### config.mk
export PLATFORM = sky130hd
export DESIGN_NAME = fetch_stage_flat
export DESIGN_NICKNAME = d
export VERILOG_FILES = /design/src/rtl/fetch_stage_if.sv /design/src/rtl/fetch_stage.sv /design/src/flat_wrapper.sv
export SDC_FILE = /design/constraint.sdc
export NUM_CORES = 1
export LEC_CHECK = 0
export ABC_AREA = 1
export CORE_UTILIZATION = 50
export CTS_CLUSTER_DIAMETER = 100
export DETAILED_ROUTE_END_ITERATION = 6
export PLACE_DENSITY = 0.81
export SYNTH_ARGS = -nofsm -noshare
export SYNTH_HDL_FRONTEND = slang
export SYNTH_SLANG_ARGS = --single-unit
### constraint.sdc
create_clock -name clk -period 4.8 [get_ports clk]
set_clock_uncertainty 0.1 [all_clocks]
set_input_delay 0.72 -clock clk [delete_from_list [all_inputs] [get_ports clk]]
set_output_delay 0.72 -clock clk [all_outputs]
set_load 0.05 [all_outputs]
### src/rtl/fetch_stage_if.sv
// Signal bundle between the fetch stage and its surroundings: the
// instruction-cache read port, the branch redirect and the IF/ID buffer side.
//
// Handshake semantics:
//   Cache side: icache_read is a request that stays high, with icache_address
//   stable, until the cycle in which icache_resp = 1; icache_rdata is sampled
//   only in that cycle.
//   Buffer side: valid_out is the "valid" and ~stall is the "ready". A
//   transfer happens exactly on an edge where valid_out = 1, stall = 0 and
//   br_taken = 0. A redirect overrides the transfer and squashes the word.
interface fetch_stage_if;
  logic        stall;
  logic        br_taken;
  logic [15:0] br_target;
  logic        icache_resp;
  logic [15:0] icache_rdata;
  logic        icache_read;
  logic [15:0] icache_address;
  logic [15:0] instruction_out;
  logic [15:0] pc_out;
  logic [15:0] pc_plus2_out;
  logic        valid_out;
  logic [1:0]  state_dbg;

  modport master (
    input  stall, br_taken, br_target, icache_resp, icache_rdata,
    output icache_read, icache_address, instruction_out, pc_out,
           pc_plus2_out, valid_out, state_dbg
  );

  modport slave (
    output stall, br_taken, br_target, icache_resp, icache_rdata,
    input  icache_read, icache_address, instruction_out, pc_out,
           pc_plus2_out, valid_out, state_dbg
  );
endinterface

### src/rtl/fetch_stage.sv
// LC-3b instruction-fetch stage. Owns the PC, runs a blocking read handshake
// with the instruction cache, and presents instruction / PC / PC+2 to the
// IF/ID buffer. A branch redirect squashes any wrong-path fetch; a request
// already issued to the cache is allowed to complete (FLUSH) so its address
// never changes while icache_read is high.
module fetch_stage #(
  parameter logic [15:0] RESET_PC = 16'h0000,
  parameter logic [15:0] NOP_INSN = 16'h0000
) (
  input  logic          clk,
  input  logic          reset_n,
  fetch_stage_if.master bus
);

  typedef enum logic [1:0] {
    IDLE  = 2'd0,
    FETCH = 2'd1,
    FLUSH = 2'd2,
    HOLD  = 2'd3
  } state_t;

  state_t      state, state_nx;
  logic [15:0] pc, pc_nx;
  logic [15:0] req_addr, req_addr_nx;
  logic [15:0] ir, ir_nx;
  logic [15:0] pc_q, pc_q_nx;
  logic [15:0] pc2_q, pc2_q_nx;

  // Redirect targets are halfword aligned; bit 0 is dropped.
  logic [15:0] target;
  logic [15:0] req_plus2;
  assign target    = {bus.br_target[15:1], 1'b0};
  assign req_plus2 = req_addr + 16'd2;

  // State and datapath registers; reset abandons any in-flight request.
  always_ff @(posedge clk or negedge reset_n) begin
    if (!reset_n) begin
      state    <= IDLE;
      pc       <= RESET_PC;
      req_addr <= RESET_PC;
      ir       <= NOP_INSN;
      pc_q     <= RESET_PC;
      pc2_q    <= RESET_PC + 16'd2;
    end else begin
      state    <= state_nx;
      pc       <= pc_nx;
      req_addr <= req_addr_nx;
      ir       <= ir_nx;
      pc_q     <= pc_q_nx;
      pc2_q    <= pc2_q_nx;
    end
  end

  // Next-state and datapath update; every register holds by default.
  always_comb begin
    state_nx    = state;
    pc_nx       = pc;
    req_addr_nx = req_addr;
    ir_nx       = ir;
    pc_q_nx     = pc_q;
    pc2_q_nx    = pc2_q;
    case (state)
      IDLE: begin
        req_addr_nx = pc;
        state_nx    = FETCH;
      end
      FETCH: begin
        if (bus.icache_resp && !bus.br_taken) begin
          ir_nx    = bus.icache_rdata;
          pc_q_nx  = req_addr;
          pc2_q_nx = req_plus2;
          pc_nx    = req_plus2;
          state_nx = HOLD;
        end else if (bus.icache_resp && bus.br_taken) begin
          // Request finished this cycle, so the new one can start at once.
          pc_nx       = target;
          req_addr_nx = target;
        end else if (bus.br_taken) begin
          // Address must stay stable; drain the wrong-path read in FLUSH.
          pc_nx    = target;
          state_nx = FLUSH;
        end
      end
      FLUSH: begin
        if (bus.br_taken) begin
          pc_nx = target;
        end
        if (bus.icache_resp) begin
          req_addr_nx = bus.br_taken ? target : pc;
          state_nx    = FETCH;
        end
      end
      HOLD: begin
        if (bus.br_taken) begin
          pc_nx       = target;
          req_addr_nx = target;
          state_nx    = FETCH;
        end else if (!bus.stall) begin
          req_addr_nx = pc;
          state_nx    = FETCH;
        end
      end
      default: state_nx = IDLE;
    endcase
  end

  // Outputs decoded from state; invalid cycles show a NOP.
  always_comb begin
    bus.icache_read     = (state == FETCH) || (state == FLUSH);
    bus.valid_out       = (state == HOLD);
    bus.icache_address  = req_addr;
    bus.instruction_out = (state == HOLD) ? ir : NOP_INSN;
    bus.pc_out          = pc_q;
    bus.pc_plus2_out    = pc2_q;
    bus.state_dbg       = state;
  end

endmodule
### src/flat_wrapper.sv
// flat-port wrapper written by rule: the top's interface ports become plain ports
module fetch_stage_flat 
#(
  parameter logic [15:0] RESET_PC = 16'h0000,
  parameter logic [15:0] NOP_INSN = 16'h0000
)
  (clk, reset_n, bus_stall, bus_br_taken, bus_br_target, bus_icache_resp, bus_icache_rdata, bus_icache_read, bus_icache_address, bus_instruction_out, bus_pc_out, bus_pc_plus2_out, bus_valid_out, bus_state_dbg);
  fetch_stage_if bus_i ();
  input  logic clk;
  input  logic reset_n;
  input wire logic [$bits(bus_i.stall)-1:0] bus_stall;
  input wire logic [$bits(bus_i.br_taken)-1:0] bus_br_taken;
  input wire logic [$bits(bus_i.br_target)-1:0] bus_br_target;
  input wire logic [$bits(bus_i.icache_resp)-1:0] bus_icache_resp;
  input wire logic [$bits(bus_i.icache_rdata)-1:0] bus_icache_rdata;
  output wire logic [$bits(bus_i.icache_read)-1:0] bus_icache_read;
  output wire logic [$bits(bus_i.icache_address)-1:0] bus_icache_address;
  output wire logic [$bits(bus_i.instruction_out)-1:0] bus_instruction_out;
  output wire logic [$bits(bus_i.pc_out)-1:0] bus_pc_out;
  output wire logic [$bits(bus_i.pc_plus2_out)-1:0] bus_pc_plus2_out;
  output wire logic [$bits(bus_i.valid_out)-1:0] bus_valid_out;
  output wire logic [$bits(bus_i.state_dbg)-1:0] bus_state_dbg;
  assign bus_i.stall = bus_stall;
  assign bus_i.br_taken = bus_br_taken;
  assign bus_i.br_target = bus_br_target;
  assign bus_i.icache_resp = bus_icache_resp;
  assign bus_i.icache_rdata = bus_icache_rdata;
  assign bus_icache_read = bus_i.icache_read;
  assign bus_icache_address = bus_i.icache_address;
  assign bus_instruction_out = bus_i.instruction_out;
  assign bus_pc_out = bus_i.pc_out;
  assign bus_pc_plus2_out = bus_i.pc_plus2_out;
  assign bus_valid_out = bus_i.valid_out;
  assign bus_state_dbg = bus_i.state_dbg;
  fetch_stage #(.RESET_PC(RESET_PC), .NOP_INSN(NOP_INSN)) u_core (.clk(clk), .reset_n(reset_n), .bus(bus_i));
endmodule
# [Yosys cells after proc, flatten, opt, wreduce, memory -nomap -nowiden]
# Index checks and enable logic that the tools add are counted.
[totals] input_bits=37 out_inout_bits=68 regBits=82 elab_cells=44
[op_classes] reduce_logical=10 eq_ne=9 n_mux=18 add_sub_neg=1
[op_table] cell="16-bit 2-to-1 mux" n=9
[op_table] cell="16-bit case mux with 4 select lines" n=1
[op_table] cell="16-bit case mux with 2 select lines" n=1
[op_table] cell="16-bit by 2-bit adder with 16-bit output, second input constant" n=1
[op_table] cell="2-bit 2-to-1 mux" n=6
[op_table] cell="2-bit case mux with 4 select lines" n=1
[op_table] cell="4-bit AND reduction" n=2
[op_table] cell="3-bit by 2-bit != test with 1-bit output, second input constant" n=2
[op_table] cell="2-bit equality test, second input constant" n=2
[op_table] cell="2-bit != test, second input constant" n=2
[op_table] cell="3-bit != test, second input constant" n=1
[op_table] cell="2-bit by 1-bit equality test with 1-bit output, second input constant" n=1
[op_table] cell="1-bit logical AND" n=2
[op_table] cell="2-bit zero test" n=1
[op_table] cell="2-bit by 1-bit != test with 1-bit output, second input constant" n=1
[op_table] cell="2-bit AND reduction" n=1
[op_table] cell="2-bit nonzero test" n=1
[op_table] cell="2-bit OR reduction" n=1
[op_table] cell="1-bit zero test" n=1
[op_table] cell="1-bit logical OR" n=1

# [Logic depth before layout (Yosys ltp)]
[logic_depth] depth_word=4 mapped_depth=10

# [Least setup slack after synthesis]
# Ideal clock, no wire load.
[synth_timing] path_kind="flip-flop to output port" start="reg u_core.state[0] (netlist: u_core.bus.state_dbg[0])" end="out bus_instruction_out[10]" t_required_ns=3.980 t_arrival_ns=2.163 n_path_buf=2 setup_slack_ns=1.817 path_stages_with_launch=6 cell_sequence="dfrtp_1 ha_1 buf_2 buf_1 nand2_1 inv_1"
[synth_via] elab_chain_len=2
[synth_rtl] element="start, declared" line_no="fetch_stage.sv:22" rtl="state_t state, state_nx;"
[synth_rtl] element="start signal, assigned" line_no="fetch_stage.sv:45" rtl="state <= state_nx;"
[synth_rtl] element="2-bit equality test"
[synth_rtl] element="via bus_valid_out" line_no="flat_wrapper.sv:21" rtl="output wire logic [$bits(bus_i.valid_out)-1:0] bus_valid_out;"
[synth_rtl] element="16-bit 2-to-1 mux" line_no="fetch_stage.sv:112" rtl="bus.instruction_out = (state == HOLD) ? ir : NOP_INSN;"
[synth_rtl] element="end, declared" line_no="flat_wrapper.sv:18" rtl="output wire logic [$bits(bus_i.instruction_out)-1:0] bus_instruction_out;"
# The timed path passes the listed nets, and every way through them passes these cells.

# [Final worst setup path]
[layout_timing] start="reg u_core.state[0] (netlist: u_core.bus.state_dbg[0])" end="out bus_instruction_out[14]"
[layout_via] elab_chain_len=2
[layout_rtl] element="2-bit equality test" line_no="fetch_stage.sv:112"
[layout_rtl] element="16-bit 2-to-1 mux" line_no="fetch_stage.sv:112"
# No other way between the ends.

==> impl_results.md <==
* Yosys reg bits at slightly above 80
* Post-CTS Setup Repair Bufs at 0
* Yosys top cell by area: dfrtp_1
* RSZ-0062 raised after global routing: no
* Site Rows at 33
* Pwr/cell area at 771 nW/um^2
* HPWL Detailed at 7.79 mm
* Vias at ~4,000
* WS Path Type: register to output pin
* Area Overhead vs Synth at 27.2%
* Routability cong. at 0.826
* CTS tree: built
* Period utilization at a little over two thirds
* NumNets Final at 718
* Clock sinks at 81
* Syn Inst Count at 591
* Reg2Reg Setup Slack at 1.79 ns
* CP startpoint kind: register
* Fin cells at 786
* Crit path arrival time at approximately 2.5 ns
* # resized after CTS at 0
* Syn nets at 633
* WL final at 11.1 mm
* Global-route wire length before repair at 18.0 mm
* Max transition margin at 27.8%
* Slew Limit Fails at 0
* Overflow after GRT at 0
* Required time of the critical path at between 3 and 4 ns
* Routed len/inst at 14.2 um
* Cell area after synthesis at 4350 sq um
* Main area contributors after synthesis: dfrtp_1 46%, nand2_1 23%, inv_1 4.6%, o21ai_0 4.4%, nor2_1 2.6%
* FF+latch area at 2030 sq um
* Fin crit period at 3.33 ns
* H-tree depth reported by CTS at 3
* Most frequent cells in the layout: 261 x nand2_1, 102 x clkdlybuf4s50_1, 80 x dfrtp_1
* Via density at 5.16
* Hold-fix buffer count after cts at 0
* Leading cell type in the layout, fill and taps excluded: nand2_1
* Fin area at 5530 sq um
* YS warnings at 0
* Clock transition at path regs at 0.08 ns
* Beginning of the worst hold path: u_core.ir[1]
* RR Startpoint: u_core.bus.state_dbg[0]
* R2r endpoint: u_core.bus.icache_address[2]
* PortBufs at 103
* CP Capture Type: output pin
* Root Driver: clkbuf_8
* CP max FO at 19
* Total negative slack at 0 ns
* Hold Crit Class: register to register
* Placed Area at roughly 5300 sq um
* Largest net degree at the start of global routing at 82
* R2r worst-path depth at 5
* Final hold viol count at 0
* Fillers at 724
* Die area at 9070 sq um
* Num CTS Buffers at 9
* Finish-stage setup viols at 0
* Residual DRC count at 0
* Inserted Diodes at 0
* DRT iter0 DRCs at 257
* Die Wd at about 95 um
* Layout cells sized above 1 at between 4 and 5%
* Measured slew at the worst slew-check pin at 1.08 ns
* CORE AREA at 8300 sq um
* Vias in the first global route at roughly 3,800
* Global Route Usage Sum at 26.2%
* Unique masters post-synth at 34
* Max cap viols at 0
* Sequential area share after synthesis at a little under half
* Final ANT Viol Nets at 0
* Die Span Y at approximately 95 um
* Initial antenna violation count at 0
* Inst Count DP at 770
* Area share of the largest cell type after synthesis at a little under half
* Status: completed
* Maximum vdd drop at about 0.00053 V
* Syn Area/Cell at 7.36 sq um
* LEAKAGE at 2.82 nW
* Highest clock rate at 300 MHz
* Hold-critical path endpoint: u_core.ir[1]
* Hold depth at 2
* Worst skew pair latency at around 0.35 ns
* Multi-input gate area at 1910 sq um
* Clk buf depth at 2
* Drt first pass iters at 5
* I/O pins at about 110
* Starting Density at 52.4%
## report_power, final
part           total, W  leakage, nW  switching (W)  internal [W]
clock network  0.000511       0.0949       0.000256      0.000255
logic           0.00252         1.73        0.00173      0.000786
registers       0.00124         1.00       0.000236       0.00100
## critical path: stages, from the launching register on
cell             delay (ns)
dfrtp_1                0.42
ha_1                   0.71
nand2_1                0.13
inv_1                  0.10
clkdlybuf4s50_1        0.80
## cells by family after synthesis
logic type	share of synthesized area, %
AND/OR/NAND/NOR	30.2
AO/OA/AOI/OAI	10.9
XOR/XNOR	1.41
buffers and inverters	9.32
adder cells (fa/ha/maj)	1.44
flip-flops	46.6
## final cells by class
cell class / count / area share, %
Clock buffer: 10 / 2.49
Inverter: 59 / 4.05
Multi-Input combinational cell: 422 / 34.6
Tap cell: 105 / 2.38
Timing Repair Buffer: 103 / 18.6
Sequential cell: 81 / 36.7
Clock inverter: 6 / 1.20
## per-stage QoR
step | hold WS [ns] | total power [W] | util, % | worst slack [ns]
global route | 0.404 | 0.00455 | 66.6 | 1.34
CTS | 0.379 | 0.00427 | 66.6 | 1.46
global placement | 0.354 | 0.00369 | 64.2 | 1.30
detailed placement | 0.357 | 0.00375 | 64.2 | 1.20
finish | 0.376 | 0.00426 | 66.6 | 1.47
floorplan | 0.324 | 0.00297 | - | 1.82
## per-layer routing
metal / up-vias / GRT usage (%) / share of wire (%)
met2: 173 / 41.7 / 46
met3: 15 / 5.74 / 7.3
met4: 0 / 9.72 / 1.3
met1: 1866 / 35.0 / 45
li1: 2001 / - / -
met5: - / 0 / 0
## cells in the mapped netlist
library cell  count
clkbuf_1          8
o21a_1            2
buf_1             1
ha_1              5
dfrtp_1          80
o31ai_1           1
buf_4             4
o21ai_2           5
a31oi_1           1
nor2_1           30
nor2_4            1
a22oi_1           1
inv_1            53
nand4_1           6
xnor2_1           1
and2_1            4
o21ai_0          38
nor2_2            1
and2_0            5
dfstp_2           1
buf_6             6
a21boi_1         10
nand3_1          17
inv_4             1
nand2_2           1
a21oi_1          16
buf_2            10
xor2_1            6
nor2_8            1
nand2_1         261
clkinv_1          1
o21ai_1           7
a21boi_0          2
inv_2             4
## registers in the layout, summed over array words and instances (netlist names)
name	flops
u_core.bus.pc_out	15
u_core.bus.icache_address	16
u_core.ir	16
u_core.bus.pc_plus2_out	16
u_core.bus.state_dbg	2
u_core.pc	16
## worst max path at each step
stage	end	from	cells past startpoint	slack [ns]
after floorplan	bus_instruction_out[10]	u_core.bus.state_dbg[0]	5	1.82
after global placement	u_core.bus.icache_address[15]	bus_br_taken	8	1.30
after detailed placement	u_core.bus.icache_address[13]	bus_br_taken	8	1.20
after CTS	bus_instruction_out[14]	u_core.bus.state_dbg[0]	4	1.46
after global routing	bus_instruction_out[14]	u_core.bus.state_dbg[0]	4	1.34
final	bus_instruction_out[14]	u_core.bus.state_dbg[0]	4	1.47
No activity file was read; power rests on OpenSTA's default activity.
